### config.mk
export PLATFORM = sky130hd
export DESIGN_NAME = module_ofm_collect_ctrl
export DESIGN_NICKNAME = d
export VERILOG_FILES = /design/src/rtl/module_ofm_collect_ctrl.sv
export SDC_FILE = /design/constraint.sdc
export NUM_CORES = 1
export LEC_CHECK = 0
export CORE_UTILIZATION = 25
export CTS_CLUSTER_SIZE = 8
export DETAILED_ROUTE_END_ITERATION = 8
export PLACE_DENSITY = 0.57
export SLEW_MARGIN = 25
export SYNTH_ARGS = -nofsm -noshare
export SYNTH_HDL_FRONTEND = slang
export SYNTH_SLANG_ARGS = --single-unit
export TNS_END_PERCENT = 1
### constraint.sdc
create_clock -name clk_i -period 4.2 [get_ports clk_i]
set_input_delay 0.84 -clock clk_i [delete_from_list [all_inputs] [get_ports clk_i]]
set_output_delay 0.84 -clock clk_i [all_outputs]
set_load 0.005 [all_outputs]
### src/rtl/module_ofm_collect_ctrl.sv
// Frame sequencer for the conv outcome-collection path: tracks raster position,
// forwards valid-window results to the OFM buffer with sequential addresses.
module module_ofm_collect_ctrl #(
   parameter int WIDTH  = 18,
   parameter int IMG_W  = 8,
   parameter int IMG_H  = 8,
   parameter int K      = 3,
   parameter int ADDR_W = 6
) (
   input  logic              clk_i,
   input  logic              rst_i,
   input  logic              start_i,
   input  logic              in_valid_i,
   output logic              in_ready_o,
   input  logic [WIDTH-1:0]  in_data_i,
   output logic              out_valid_o,
   input  logic              out_ready_i,
   output logic [WIDTH-1:0]  out_data_o,
   output logic [ADDR_W-1:0] out_addr_o,
   output logic              busy_o,
   output logic              done_o,
   output logic [1:0]        state_o
);

   typedef enum logic [1:0] {
      S_IDLE  = 2'd0,
      S_RUN   = 2'd1,
      S_DRAIN = 2'd2,
      S_DONE  = 2'd3
   } state_t;

   localparam int CW = (IMG_W > 1) ? $clog2(IMG_W) : 1;
   localparam int RW = (IMG_H > 1) ? $clog2(IMG_H) : 1;

   state_t            state_q, state_d;
   logic [RW-1:0]     row_q, row_d;
   logic [CW-1:0]     col_q, col_d;
   logic [ADDR_W-1:0] wr_addr_q, wr_addr_d;
   logic              out_valid_q, out_valid_d;
   logic [WIDTH-1:0]  out_data_q, out_data_d;
   logic [ADDR_W-1:0] out_addr_q, out_addr_d;

   logic accept, out_fire, keep, last_col, last_beat;

   // Handshake: a beat moves when valid && ready on the same rising edge; the
   // producer holds valid/data stable until then, the consumer may toggle ready.
   assign in_ready_o = (state_q == S_RUN) && (!out_valid_q || out_ready_i);
   assign accept     = in_valid_i && in_ready_o;
   assign out_fire   = out_valid_q && out_ready_i;
   assign keep       = (int'(row_q) >= K - 1) && (int'(col_q) >= K - 1);
   assign last_col   = (col_q == CW'(IMG_W - 1));
   assign last_beat  = last_col && (row_q == RW'(IMG_H - 1));

   always_comb begin
      state_d     = state_q;
      row_d       = row_q;
      col_d       = col_q;
      wr_addr_d   = wr_addr_q;
      out_valid_d = out_valid_q;
      out_data_d  = out_data_q;
      out_addr_d  = out_addr_q;

      // A kept beat below overrides this clear, so back-to-back writes have no bubble.
      if (out_fire) out_valid_d = 1'b0;

      case (state_q)
         S_IDLE: begin
            if (start_i) begin
               state_d   = S_RUN;
               row_d     = '0;
               col_d     = '0;
               wr_addr_d = '0;
            end
         end
         S_RUN: begin
            if (accept) begin
               if (last_col) begin
                  col_d = '0;
                  row_d = row_q + RW'(1);
               end else begin
                  col_d = col_q + CW'(1);
               end
               if (keep) begin
                  out_valid_d = 1'b1;
                  out_data_d  = in_data_i;
                  out_addr_d  = wr_addr_q;
                  wr_addr_d   = wr_addr_q + ADDR_W'(1);
               end
               if (last_beat) state_d = S_DRAIN;
            end
         end
         S_DRAIN: begin
            if (!out_valid_q || out_fire) state_d = S_DONE;
         end
         S_DONE: state_d = S_IDLE;
         default: state_d = S_IDLE;
      endcase
   end

   always_ff @(posedge clk_i or posedge rst_i) begin
      if (rst_i) begin
         state_q     <= S_IDLE;
         row_q       <= '0;
         col_q       <= '0;
         wr_addr_q   <= '0;
         out_valid_q <= 1'b0;
         out_data_q  <= '0;
         out_addr_q  <= '0;
      end else begin
         state_q     <= state_d;
         row_q       <= row_d;
         col_q       <= col_d;
         wr_addr_q   <= wr_addr_d;
         out_valid_q <= out_valid_d;
         out_data_q  <= out_data_d;
         out_addr_q  <= out_addr_d;
      end
   end

   assign out_valid_o = out_valid_q;
   assign out_data_o  = out_data_q;
   assign out_addr_o  = out_addr_q;
   assign busy_o      = (state_q == S_RUN) || (state_q == S_DRAIN);
   assign done_o      = (state_q == S_DONE);
   assign state_o     = state_q;

endmodule

==> results.sh <==
export IMPL_endpoint_kind="output port"
export IMPL_die_area_um2=8080
export IMPL_leakage_uw=0.00119
export IMPL_outcome="finished, final reports clean"
export IMPL_crit_chain="clkdlybuf4s50_1, nand2b_2, and2_2, clkdlybuf4s50_1"
export IMPL_async_reset_ff_share_pct=100
export IMPL_h_tree_depth=2
export IMPL_portBuffers=52
export IMPL_track_usage_pct=9.62
export IMPL_syn_nets=177
export IMPL_fp_dieW_um=89.9
export IMPL_syn_to_final_growth_pct=35.8
export IMPL_relSlewSlack_pct=65.7
export IMPL_clock_skew_ps=7.40
export IMPL_num_antenna_cells=0
export IMPL_finalHoldViolations=0
export IMPL_setup_tns_ps=0
export IMPL_fmax_ghz=0.331
export IMPL_crit_path_start_kind="input port"
export IMPL_drt_pass1_iter_count=4
export IMPL_ys_flop_type="dfrtp_1"
export IMPL_via_per_inst=4.34
export IMPL_vdd_ir_drop_max_uv=253
export IMPL_grt_pass1_wl_um=6180
export IMPL_post_cts_buffers=0
export IMPL_crit_cells=4
export IMPL_min_period_ps=3020
export IMPL_yosysWarnings=0
export IMPL_drt_iter0_drc=60
export IMPL_wire_per_inst_um=12.6
export IMPL_clockBufferDepth=2
export IMPL_arrival_ps=2180
export IMPL_finalInstanceArea_um2=2620
export IMPL_wl_met3_um=218
export IMPL_worst_path_max_fanout=6
export IMPL_place_area_um2=2540
export IMPL_synth_avg_cell_area_um2=13.5
export IMPL_path_clk_slew_ps=70
export IMPL_wl_met2_um=1710
export IMPL_criticalPathCategory="in -> out"
export IMPL_cts_root_buf="clkbuf_8"
export IMPL_tightest_slew_ps=509
export IMPL_rsz0062_at_grt="false"
export IMPL_vias=1303
export IMPL_clock_latency_ps=290
export IMPL_synth_cells=143
export IMPL_fin_crit_sh_pct=72.0
export IMPL_cts_buffers=5
export IMPL_synth_edff_count=0
export IMPL_maxCapViolations=0
export IMPL_worst_ep_required_time_ps=3360
export IMPL_syn_cell_area_um2=1930
export IMPL_setup_viol=0
export IMPL_hold_depth=1
export IMPL_yosysSeqAreaShare_pct=50.5
export IMPL_dp_hpwl_um=2710
export IMPL_place_gp_congestion=0.695
export IMPL_crit_buf_inv=2
export IMPL_ys_ff_latch=39
export IMPL_cts_resized_gates=0
export IMPL_r2r_cells=5
export IMPL_wl_met1_um=1830
export IMPL_top_layer_used="met4"
export IMPL_cp_common_cell="clkdlybuf4s50_1"
export IMPL_ant_nets=0
export IMPL_gr_total_overflow=0
export IMPL_drive_above_1_share_pct=19.9
export IMPL_crit_path_max_incr_delay_ps=520
export IMPL_fp_row_count=31
export IMPL_drc=0
export IMPL_holdBufCountCts=0
export IMPL_slew_viol_final=0
export IMPL_crit_family="buffers and inverters"
export IMPL_start_util_pct=26.2
export IMPL_cts_tree="done"
export IMPL_synth_distinct_cells=37
export IMPL_cts_sink_count=39
export IMPL_antenna_found_initial=0
export IMPL_cpMaxStageDelayCell="clkdlybuf4s50_1"
export IMPL_core_area_um2=7370
export IMPL_drt_wl_total_um=3790
export IMPL_grt_pass1_vias=1279
export IMPL_n_fill_cell=756
export IMPL_nets=234
export IMPL_grt_max_degree=30
export IMPL_io_pins=53
export IMPL_hp_class="reg -> reg"
export IMPL_p_per_area_nw_per_um2=635
export IMPL_die_h_um=89.9
==> cell families (layout without fill, tap and decap cells) <==
kind of cell | count (synthesis) | after routing | share of synthesized area [%]
AO/OA/AOI/OAI | 19 | 19 | 7.25
adder cells (fa/ha/maj) | 11 | 11 | 7.12
buffers and inverters | 12 | 70 | 4.08
flip-flops | 39 | 39 | 50.5
multiplexers | 29 | 29 | 20.3
AND/OR/NAND/NOR | 33 | 33 | 10.7
==> sequential cells by signal, summed over array words and instances (netlist names) <==
name	flops
col_q	3
wr_addr_q	6
out_valid_o	1
state_o	2
row_q	3
out_data_o	18
out_addr_o	6
==> cell type report <==
cell class | instances | area (um2) | share of cell area, %
clock buffer | 6 | 72.6 | 2.77
clock inverter | 2 | 12.5 | 0.477
inverter | 9 | 33.8 | 1.29
multi-input combinational | 92 | 877 | 33.4
sequential | 39 | 976 | 37.2
tap | 99 | 124 | 4.72
timing repair buffer | 53 | 528 | 20.1
==> worst reg2reg max path, cell delays in order (launching register included) <==
cell and delay (ps):
dfrtp_1 430, inv_1 100, ha_1 450, and2_2 280, nand3_4 380, mux2_4 470
==> path summary, 6_finish.rpt <==
kind,startpoint,end,slack (ps)
max,out_ready_i,in_ready_o,1180
min,out_data_o[13],out_data_o[13],510
max reg2reg,state_o[1],out_addr_o[3],1980
min reg2reg,out_data_o[13],out_data_o[13],510
max in group asynchronous,rst_i,out_data_o[4],2730
min in group asynchronous,rst_i,out_data_o[0],800
==> layer usage <==
layer,global-route usage [%],vias up
met5,0,-
met4,2.82,0
met3,3.05,4
met2,15.3,39
met1,12.5,630
li1,-,630
==> where the power goes <==
| part | total, uW | switching, uW | internal [uW] |
|---|---|---|---|
| logic | 770 | 262 | 507 |
| clock network | 249 | 133 | 116 |
| registers | 647 | 109 | 538 |
| total | 1670 | 505 | 1160 |
==> cells in the mapped netlist (all sizes together), types with 2 or more instances <==
| library cell | n | area share [%] |
|---|---|---|
| mux2i | 4 | 2.1 |
| or3 | 2 | 1.2 |
| and2 | 2 | 0.84 |
| and3 | 2 | 0.65 |
| ha | 11 | 7.1 |
| or4 | 2 | 0.78 |
| o211ai | 2 | 0.78 |
| nand2b | 3 | 1.1 |
| o311ai | 2 | 0.91 |
| inv | 9 | 1.7 |
| nand3 | 7 | 2.5 |
| a21oi | 2 | 0.52 |
| mux2 | 25 | 18 |
| nor3 | 2 | 0.52 |
| dfrtp | 39 | 51 |
| nand2 | 5 | 0.97 |
| o21ai | 5 | 1.3 |
| nor2 | 4 | 0.78 |
| buf | 3 | 2.3 |
==> per-stage QoR <==
step	total power (uW)	utilization [%]	hold WS, ps	setup slack (ps)	instances
2_1_floorplan	1040	-	487	2100	143
3_3_place_gp	1420	34.4	489	1170	292
3_5_place_dp	1430	34.4	492	1160	292
4_1_cts	1700	35.6	512	1150	300
5_1_grt	1790	35.6	523	1120	300
6_report	1670	35.6	507	1180	300
==> cell usage in the layout, fill, tap and decap left out, types with 4 or more instances in the layout <==
cell / netlist / layout
clkdlybuf4s50_1: 0 / 52
ha_1: 11 / 11
o21ai_0: 5 / 5
dfrtp_1: 39 / 39
inv_1: 9 / 8
clkbuf_8: 0 / 5
nand2_1: 5 / 5
nor2_1: 4 / 4
nand3_1: 6 / 6
mux2i_1: 4 / 4
mux2_4: 19 / 19
mux2_2: 5 / 5
Note: power is estimated with default switching activity, not from simulation.
